$ cat config.mk
export PLATFORM = sky130hd
export DESIGN_NAME = mips32_multi_cycle_control
export DESIGN_NICKNAME = d
export VERILOG_FILES = /design/src/rtl/mips32_multi_cycle_control.sv
export SDC_FILE = /design/constraint.sdc
export NUM_CORES = 1
export LEC_CHECK = 0
export BUFFER_PORTS_ARGS = -buffer_cell sky130_fd_sc_hd__clkbuf_2
export CAP_MARGIN = 20
export CORE_MARGIN = 2
export CORE_UTILIZATION = 51
export DETAILED_ROUTE_END_ITERATION = 7
export PLACE_DENSITY = 0.78
export RECOVER_POWER = 100
export SYNTH_ARGS = -nofsm -noshare
export SYNTH_HDL_FRONTEND = slang
export SYNTH_SLANG_ARGS = --single-unit
$ cat constraint.sdc
create_clock -name clk -period 2.76 [get_ports clk]
set_clock_uncertainty 0.15 [all_clocks]
set_input_delay 0.414 -clock clk [delete_from_list [all_inputs] [get_ports clk]]
set_output_delay 0.414 -clock clk [all_outputs]
set_load 0.02 [all_outputs]
$ cat src/rtl/mips32_multi_cycle_control.sv
// mips32_multi_cycle_control: Moore sequencer sharing one ALU and one memory port across instruction phases
module mips32_multi_cycle_control #(
  parameter int INSTRET_W = 32
) (
  input  logic                 clk,
  input  logic                 rst_n,
  input  logic [5:0]           opcode,
  input  logic [5:0]           funct,
  input  logic                 zero,
  input  logic                 memReady,
  output logic                 pcWrite,
  output logic                 iorD,
  output logic                 memRead,
  output logic                 memWrite,
  output logic                 irWrite,
  output logic                 regDst,
  output logic                 memtoReg,
  output logic                 regWrite,
  output logic [1:0]           aluSrcA,
  output logic [1:0]           aluSrcB,
  output logic                 extOp,
  output logic [2:0]           aluOp,
  output logic                 shift,
  output logic [1:0]           pcSrc,
  output logic                 halted,
  output logic [INSTRET_W-1:0] instret
);
  typedef enum logic [3:0] {
    FETCH, DECODE, MEMADR, MEMRD, MEMWB, MEMWR, RTEXE, RTWB, ITEXE, ITWB, BEQ, JUMP, HALT
  } state_t;
  localparam logic [5:0] OP_R = 6'b000000, OP_ADDIU = 6'b001001, OP_ANDI = 6'b001100,
    OP_ORI = 6'b001101, OP_LW = 6'b100011, OP_SW = 6'b101011, OP_BEQ = 6'b000100, OP_J = 6'b000010;
  state_t state, nxt;
  logic rt_ok, shift_fn, retire;
  assign rt_ok = opcode == OP_R && funct inside {6'b000000, 6'b000010, 6'b100000, 6'b100001,
    6'b100010, 6'b100011, 6'b100100, 6'b100101, 6'b100111, 6'b101011};
  assign shift_fn = funct == 6'b000000 || funct == 6'b000010;
  assign retire = state inside {MEMWB, RTWB, ITWB, BEQ, JUMP} || (state == MEMWR && memReady);
  always_comb begin
    nxt = FETCH;
    case (state)
      FETCH:  nxt = memReady ? DECODE : FETCH;
      DECODE: nxt = (opcode == OP_LW || opcode == OP_SW) ? MEMADR :
                    rt_ok ? RTEXE :
                    (opcode inside {OP_ADDIU, OP_ANDI, OP_ORI}) ? ITEXE :
                    opcode == OP_BEQ ? BEQ :
                    opcode == OP_J ? JUMP : HALT;
      MEMADR: nxt = opcode == OP_LW ? MEMRD : MEMWR;
      MEMRD:  nxt = memReady ? MEMWB : MEMRD;
      MEMWR:  nxt = memReady ? FETCH : MEMWR;
      RTEXE:  nxt = RTWB;
      ITEXE:  nxt = ITWB;
      HALT:   nxt = HALT;
      default: nxt = FETCH;
    endcase
  end
  always_ff @(posedge clk) begin
    if (!rst_n) begin
      state   <= FETCH;
      instret <= '0;
    end else begin
      state <= nxt;
      if (retire) instret <= instret + INSTRET_W'(1);
    end
  end
  // enables and strobes are gated by rst_n so a reset cycle never touches memory or state
  assign pcWrite  = rst_n && ((state == FETCH && memReady) || (state == BEQ && zero) || state == JUMP);
  assign irWrite  = rst_n && state == FETCH && memReady;
  assign memRead  = rst_n && (state == FETCH || state == MEMRD);
  assign memWrite = rst_n && state == MEMWR;
  assign regWrite = rst_n && state inside {MEMWB, RTWB, ITWB};
  assign iorD     = state == MEMRD || state == MEMWR;
  assign regDst   = state == RTWB;
  assign memtoReg = state == MEMWB;
  assign shift    = state == RTEXE && shift_fn;
  assign aluSrcA  = shift ? 2'b10 : (state inside {MEMADR, RTEXE, ITEXE, BEQ}) ? 2'b01 : 2'b00;
  assign aluSrcB  = state == DECODE ? 2'b11 : (state inside {MEMADR, ITEXE}) ? 2'b10 :
                    state == FETCH ? 2'b01 : 2'b00;
  assign extOp    = state == DECODE || state == MEMADR || (state == ITEXE && opcode == OP_ADDIU);
  assign aluOp    = state == RTEXE ? 3'b010 : state == BEQ ? 3'b001 :
                    (state == ITEXE && opcode == OP_ANDI) ? 3'b011 :
                    (state == ITEXE && opcode == OP_ORI) ? 3'b100 : 3'b000;
  assign pcSrc    = state == BEQ ? 2'b01 : state == JUMP ? 2'b10 : 2'b00;
  assign halted   = state == HALT;
endmodule
* After elaboration in Yosys (flattened, before gate mapping) *
Index checks and enable logic that the tools add are counted.

cells by class
  add/sub/neg operators = 1
  eq/ne operators = 28
  mux-type cells = 21
  reduce and logical (&&, ||, !) cells = 32

operator list
  kind                                                             number
  6-bit == test, second input constant                             10
  32-bit by 1-bit adder with 32-bit output, second input constant  1
  4-bit one-hot mux with 8 select lines                            1
  3-bit 2-to-1 mux                                                 10
  4-bit == test, second input constant                             5
  6-bit by 4-bit == test with 1-bit output, second input constant  3
  4-bit by 3-bit == test with 1-bit output, second input constant  4
  1-bit logical AND                                                14
  6-bit by 2-bit == test with 1-bit output, second input constant  2
  6-bit zero test                                                  2
  2-bit 2-to-1 mux                                                 5
  10-bit nonzero test                                              1
  1-bit logical OR                                                 9
  4-bit by 2-bit == test with 1-bit output, second input constant  2
  4-bit 2-to-1 mux                                                 2
  6-bit by 3-bit == test with 1-bit output, second input constant  1
  3-bit nonzero test                                               2
  5-bit nonzero test                                               1
  4-bit by 1-bit == test with 1-bit output, second input constant  1
  4-bit zero test                                                  1
  4-bit nonzero test                                               1
  1-bit 2-to-1 mux                                                 3
  2-bit nonzero test                                               1

word-level totals
  flip-flop bits (word level) = 36
  input port bits = 16
  output and inout bits = 52
  word-level logic and storage cells = 84

* Depth between registers and ports, before layout *
Gate-level depths: netlist of the first run.

  word-level depth = 7
  gate-level depth with buffers = 8
  gate-level depth less buffers = 6

* Least setup slack after synthesis of the first run *
No wires, ideal clock.

  path type = register -> register
  start = register instret[17]
  end = register instret[31]
  setup time = 70 ps
  arrival time = 2164 ps
  data required time = 2540 ps
  setup slack = 376 ps
  stages on the path, launching flop included = 6
  buffers on the path = 0
  clock period less this slack = 2384 ps
  cell sequence = dfxtp_1 > nand4_2 > or4_4 > or3_4 > or4_1 > a21oi_1

on the way
  longest elaborated chain between the ends = 1

RTL lines
  item                                      line  RTL
  start: declaration                        26    output logic [INSTRET_W-1:0] instret
  start signal: assignment                  63    if (retire) instret <= instret + INSTRET_W'(1);
  32-bit by 1-bit adder with 32-bit output  63

Every way passes these cells.
A chain may end at the register's enable or synchronous reset.

* Worst setup path in the final report of the first run *
  start = register state[3]
  end = output port aluSrcA[0]

on the way
  longest elaborated chain between the ends = 4
  elaborated cells on any way between the ends = 8
  those cells by class = eq/ne (4); mux (2); reduce/logical (2)

RTL lines
  item                                                                    line  RTL
  start: declaration                                                      33    state_t state, nxt;
  start signal: assignment                                                62    state <= nxt;
  4-bit by 2-bit == test with 1-bit output, or another cell as far along  76    assign aluSrcA = shift ? 2'b10 : (state inside {MEMADR, RTEXE, ITEXE, BEQ}) ? 2'b01 : 2'b00;
  4-bit nonzero test                                                      76
  1-bit 2-to-1 mux                                                        76
  2-bit 2-to-1 mux *                                                      76
  end: declaration                                                        19    output logic [1:0] aluSrcA,

Mark *: on every way between the ends. The rest lies on a longest branch, timed or not.

==> impl_metrics.toml, run 1 <==
[hold_path]
hp-start = "rst_n"
whs_path_depth = 2
hold_end = "instret[28]"
hold_path.class = "input pin to flip-flop"

[final_layout]
drive_gt1_share_pct = 10.8
num_antenna_cells = 0
design_area_um2 = 2590
area_growth_syn_to_layout_pct = 18.8
fin_nets = 369
final_cells = 403

[critical_path]
rrSetupSlack_ns = 0.28
required_ns = 2.20
cp_num_buf_inv = 2
ff2ff_path_depth = 6
r2r_start = "state[1]"
crit_path_max_incr_delay_ns = 0.62
critPathTopFamily = "flip-flops"
cp_slowest_cell = "dfxtp_1"
path_cells = "nand2b_1 > buf_4 > nor4_1 > and2_0 > a211oi_1 > clkbuf_2"
cp-end-kind = "output pin"
path_max_fanout = 17
crit_arrival_ns = 1.98
worstSetupStartpointType = "flip-flop"
r2r_end = "instret[31]"
path_class = "flip-flop to output pin"

[logic_synthesis]
synth_nets = 304
yosysUniqueCellTypes = 47
synth-edff-count = 0
synthArstFlopShare_pct = 0
ys_seq_area_share_pct = 33.1
netlist_area_um2 = 2180
synth_seq_cells = 36
ys_warn_count = 0
synth_flop_cell = "dfxtp_1"
syn_inst = 287
avgSynthCellArea_um2 = 7.59

[grt]
grt_max_degree = 32
grtUsageTotal_pct = 22.4
antenna_found_initial = 0
grt_pass1_wl_mm = 9.04
grt-ovfl-total = 0
grt_pass1_vias = 1989

[place]
placement.io_buffers = 67
post-place-ws_ns = 0.377
dpl-instance-area_um2 = 2560
dpl.hpwl_mm = 4.03
gp_congestion = 0.837
placedCellCount = 395

[floorplanning]
fp.dieW_um = 69.4
io_pins = 68
dieArea_um2 = 4810
core_um2 = 4060
dieHeight_um = 69.4
rows = 23
start_util_pct = 53.7

[clocking]
cts_resized = 0
cts-root-buf = "clkbuf_8"
cts_hold_buf = 0
worstSkewPairLatency_ns = 0.29
clockBufferDepth = 2
htreeDepth = 2
numCtsBuffers = 5
clk_pin_slew_ns = 0.07
cts_setup_buffers = 0
cts_tree = "built"
cts_sinks = 36

[route]
avgViaCountPerCell = 5.83
wire_per_inst_um = 13.5
vias = 2349
drt_iter0_markers = 191
drc = 0
routed_wl_mm = 5.43
dr.pass1.iters = 4
ant_nets = 0

[sta]
period_share_pct = 92.0
timing.fmax_mhz = 394
hold_viol = 0
tns_ns = 0
finalMaxSlewViolations = 0
setup_ws_ns = 0.220
max_slew.worst_pin.slew_ns = 0.527
grt_setup_unrepaired = "no"
finalSetupViolCount = 0
period_needed_ns = 2.54
max-slew-margin-rel_pct = 64.8

[power]
p_comb_share_pct = 36.1
p_switching_uw = 609
intPower_uw = 1030
pwr-share-clk_pct = 27.8
power_frac_seq_pct = 36.1
leakage_uw = 0.000835
p_per_area_nw_per_um2 = 632
max-vdd-ir-drop_uv = 372
swShare_pct = 37.2

[run]
drv_cap = 0

[status]
outcome = "complete, no violations"
-- cells in the final DEF (no fill, tap or decap), drive strengths merged, types with 2 or more instances in the layout --
cell type | netlist | final
o21ai | 23 | 23
or3 | 14 | 14
nor2 | 28 | 28
and2 | 3 | 3
clkbuf | 12 | 74
xor2 | 9 | 9
nor3b | 4 | 4
nand3 | 14 | 14
xnor2 | 7 | 7
dfxtp | 36 | 36
a21oi | 23 | 23
nor4 | 4 | 4
inv | 7 | 7
o31ai | 3 | 3
nor3 | 14 | 14
and3 | 3 | 3
buf | 3 | 5
nand4 | 17 | 17
nor2b | 5 | 5
or4 | 4 | 4
a211oi | 2 | 2
nand2 | 22 | 22
a31oi | 2 | 2
nand2b | 10 | 10
o22ai | 2 | 2
-- power groups by stage --
stage               clock (uW)  combinational (uW)  sequential (uW)
global route               485                 644              596
finish                     455                 590              591
detailed placement           0                 610              602
floorplan                    0                 460              579
global placement             0                 608              602
CTS                        463                 613              591
-- cells by family after synthesis --
logic type      after synthesis  synth area share (%)
simple gates                147                  37.5
compound gates               64                  17.9
flops                        36                  33.1
buf+inv                      22                  4.08
xor+xnor                     16                  6.43
mux                           1                 0.517
fa+ha+maj                     1                 0.574
-- worst max path at each step --
| stage | cells after the start | startpoint | endpoint | slack (ns) |
|---|---|---|---|---|
| after global routing | 6 | state[1] | extOp | 0.04 |
| after global placement | 5 | instret[17] | instret[31] | 0.46 |
| final | 6 | state[3] | aluSrcA[0] | 0.22 |
| after floorplan | 5 | instret[17] | instret[31] | 0.38 |
| after detailed placement | 5 | state[1] | instret[30] | 0.38 |
| after CTS | 6 | state[3] | aluSrcA[0] | 0.23 |
-- synth_stat cells (2+ instances only) --
library cell / n / share of area [%]
nand2b_1: 10 / 2.9
o21ai_0: 23 / 5.3
a31oi_1: 2 / 0.57
or4_1: 3 / 1.0
nor2b_1: 5 / 1.4
and2_1: 3 / 0.86
inv_1: 7 / 1.2
nand4_1: 15 / 4.3
xor2_1: 9 / 3.6
buf_2: 2 / 0.46
a211oi_1: 2 / 0.69
nand2_1: 21 / 3.6
nor3_1: 14 / 3.2
nand3_1: 13 / 3.0
or3_1: 13 / 3.7
o22ai_1: 2 / 0.57
nand4_2: 2 / 1.1
nor4_1: 4 / 1.1
dfxtp_1: 36 / 33
and3_1: 3 / 0.86
a21oi_1: 23 / 5.3
o31ai_1: 3 / 1.0
clkbuf_1: 12 / 2.1
nor3b_1: 4 / 1.4
xnor2_1: 7 / 2.8
nor2_1: 28 / 4.8
-- worst reg2reg max path, cell delays in order, from the launching register on --
cell	delay (ns)
dfxtp_1	0.60
nor3b_1	0.19
o32ai_4	0.30
buf_4	0.24
nand3_1	0.24
or4_1	0.57
a21oi_1	0.14
-- sequential cells by signal (all words and copies together) (netlist names) --
signal and flops:
instret 32, state 4
-- area by class of cell --
type / instances / area, um2
repair buffers: 73 / 315
clock inverters: 2 / 35.0
well taps: 50 / 62.6
flip-flops and latches: 36 / 721
fillers: 388 / 1470
clock buffers: 6 / 72.6
multi-input cells: 229 / 1360
inverters: 7 / 26.3
-- through the flow --
stage	util, %	power, uW	hold slack [ns]
finish	63.8	1640	0.293
global route	63.8	1730	0.301
CTS	65.7	1670	0.284
detailed placement	63.1	1210	0.335
global placement	63.1	1210	0.325
floorplan	-	1040	0.382
-- routing by layer --
layer  part of all wire, %  up-vias  track usage (%)
li1                      -     1176                -
met1                    46     1084             30.5
met2                    46       84             35.7
met3                   7.0        5             5.09
met4                  0.94        0             6.10
met5                     0        -                0
(Power assumes the default switching activity.)
==> inputs of run 2 (changes only) <==
- CORE_UTILIZATION: 51 -> 53
- CTS_BUF_LIST: default -> sky130_fd_sc_hd__clkbuf_8
- PLACE_DENSITY: 0.78 -> 0.8
- RECOVER_POWER: 100 -> default
==> run 2 against run 1 <==
Compared with the run above:
- first-iteration DRC count is 34% higher
- sequential cell count did not move
- clock-buffer cell count did not move
- clock power fell by 17%
- fmax about the same
- setup slack worse by 0.0020 ns
- routed wire length grew 3.1%
- via count grew 2.0%
- critical endpoint is now extOp
==> impl_metrics.toml, run 2 (synthesis gave the netlist of run 1 again) <==
[critical_path]
ff2ff_path_depth = 6
required_ns = 2.20
crit_path_max_incr_delay_ns = 0.50
crit_arrival_ns = 1.98
startpoint = "state[1]"
crit_path_end = "extOp"
cp-end-kind = "output pin"
worstSetupStartpointType = "flip-flop"
r2r_start = "state[1]"
r2r_end = "instret[21]"
rrSetupSlack_ns = 0.34
path_max_fanout = 15
path_class = "flip-flop to output pin"
cp_slowest_cell = "nor2_1"
path_cells = "nor2_1 > nand2_1 > nor2_1 > nand2_1 > a21oi_1 > clkbuf_2"

[place]
placement.io_buffers = 67
post-place-ws_ns = 0.375
dpl.hpwl_mm = 4.08
dpl-instance-area_um2 = 2560
gp_congestion = 0.942

[final_layout]
regMostFlops = "instret"
design_area_um2 = 2650
multiInputGateArea_um2 = 1370
layout_common_cells = "clkbuf_2 (67), dfxtp_1 (36), nor2_1 (28)"
largest_register_ff_count = 32
drive_gt1_share_pct = 24.9
top_regs = "instret (32), state (4)"
fillCellCount = 357
num_antenna_cells = 0
area_growth_syn_to_layout_pct = 21.6
layout_commonest_cell = "clkbuf_2"
fin_util_pct = 66.7
regArea_um2 = 721
fin_nets = 369

[grt]
grt_pass1_wl_mm = 9.04
grt_max_degree = 32
grt-ovfl-total = 0
antenna_found_initial = 0
grtUsageTotal_pct = 25.4
grt_pass1_vias = 1985

[sta]
hold_viol = 0
finalSetupViolCount = 0
max_slew.worst_pin.slew_ns = 0.592
grt_setup_unrepaired = "no"
finalMaxSlewViolations = 0
max-slew-margin-rel_pct = 60.5
tns_ns = 0
period_share_pct = 92.1
period_needed_ns = 2.54
timing.fmax_mhz = 393
setup_ws_ns = 0.218

[floorplanning]
start_util_pct = 54.9
dieArea_um2 = 4640
core_um2 = 3970
io_pins = 68
rows = 23
fp.dieW_um = 68.1
dieHeight_um = 68.1

[route]
dr.pass1.iters = 5
drt_iter0_markers = 256
drc = 0
vias = 2396
routed_wl_mm = 5.60
avgViaCountPerCell = 5.95
wire_per_inst_um = 13.9
ant_nets = 0

[clocking]
numCtsBuffers = 5
htreeDepth = 2
cts_setup_buffers = 0
worstSkewPairLatency_ns = 0.29
cts_sinks = 36
clk_pin_slew_ns = 0.07
clockBufferDepth = 2
cts_tree = "built"
cts-root-buf = "clkbuf_8"
cts_resized = 0
cts_hold_buf = 0

[power]
power_uw = 1600
p_per_area_nw_per_um2 = 602
max-vdd-ir-drop_uv = 428
leakage_uw = 0.00101

[hold_path]
hold_path.class = "input pin to flip-flop"

[status]
outcome = "complete, no violations"

[run]
drv_cap = 0
-- run 2: cell types whose count changed in the layout (fill, tap and decap cells not counted), moves of 2 or more --
cell,change
clkbuf_2,+49
clkbuf_1,-51
inv_1,+2
and2_1,+2
and2_0,-2
-- run 2: worst min-delay path by stage --
stage	start	end	slack, ns	depth (start not counted)
finish	rst_n	instret[28]	0.31	2
global route	rst_n	instret[28]	0.32	2
CTS	rst_n	instret[28]	0.30	2
detailed placement	instret[31]	instret[31]	0.32	2
global placement	instret[31]	instret[31]	0.32	2
floorplan	rst_n	instret[28]	0.38	1
-- run 2: cell type report --
| class | count | area share [%] |
|---|---|---|
| flip-flops and latches | 36 | 27.2 |
| repair buffers | 73 | 14.4 |
| inverters | 7 | 0.992 |
| clock inverters | 2 | 0.283 |
| multi-input cells | 229 | 51.7 |
| clock buffers | 6 | 3.12 |
| well taps | 50 | 2.36 |
-- run 2: stage by stage --
| stage | hold WS [ns] | std cells |
|---|---|---|
| after floorplan | 0.382 | 287 |
| after global placement | 0.320 | 395 |
| after detailed placement | 0.321 | 395 |
| after CTS | 0.300 | 403 |
| after global routing | 0.320 | 403 |
| final | 0.307 | 403 |
-- run 2: worst max-delay path, delay by kind of cell, from the launching register on --
kind                   cells  cell delay [ns]
AO/OA/AOI/OAI              1             0.15
flip-flops                 1             0.45
AND/OR/NAND/NOR            4             0.92
buffers and inverters      1             0.18
-- run 2: per-layer routing --
metal | part of all wire [%] | wire [um] | GRT usage [%]
met1 | 45 | 2540 | 35.1
met2 | 46 | 2600 | 39.7
met3 | 6.7 | 377 | 4.61
met4 | 1.5 | 85 | 8.50
met5 | 0 | 0 | 0
-- run 2: power by group --
part	switching, uW	total (uW)	internal (uW)
logic	379	614	234
clock network	182	378	196
registers	59.0	604	545
total	620	1600	975
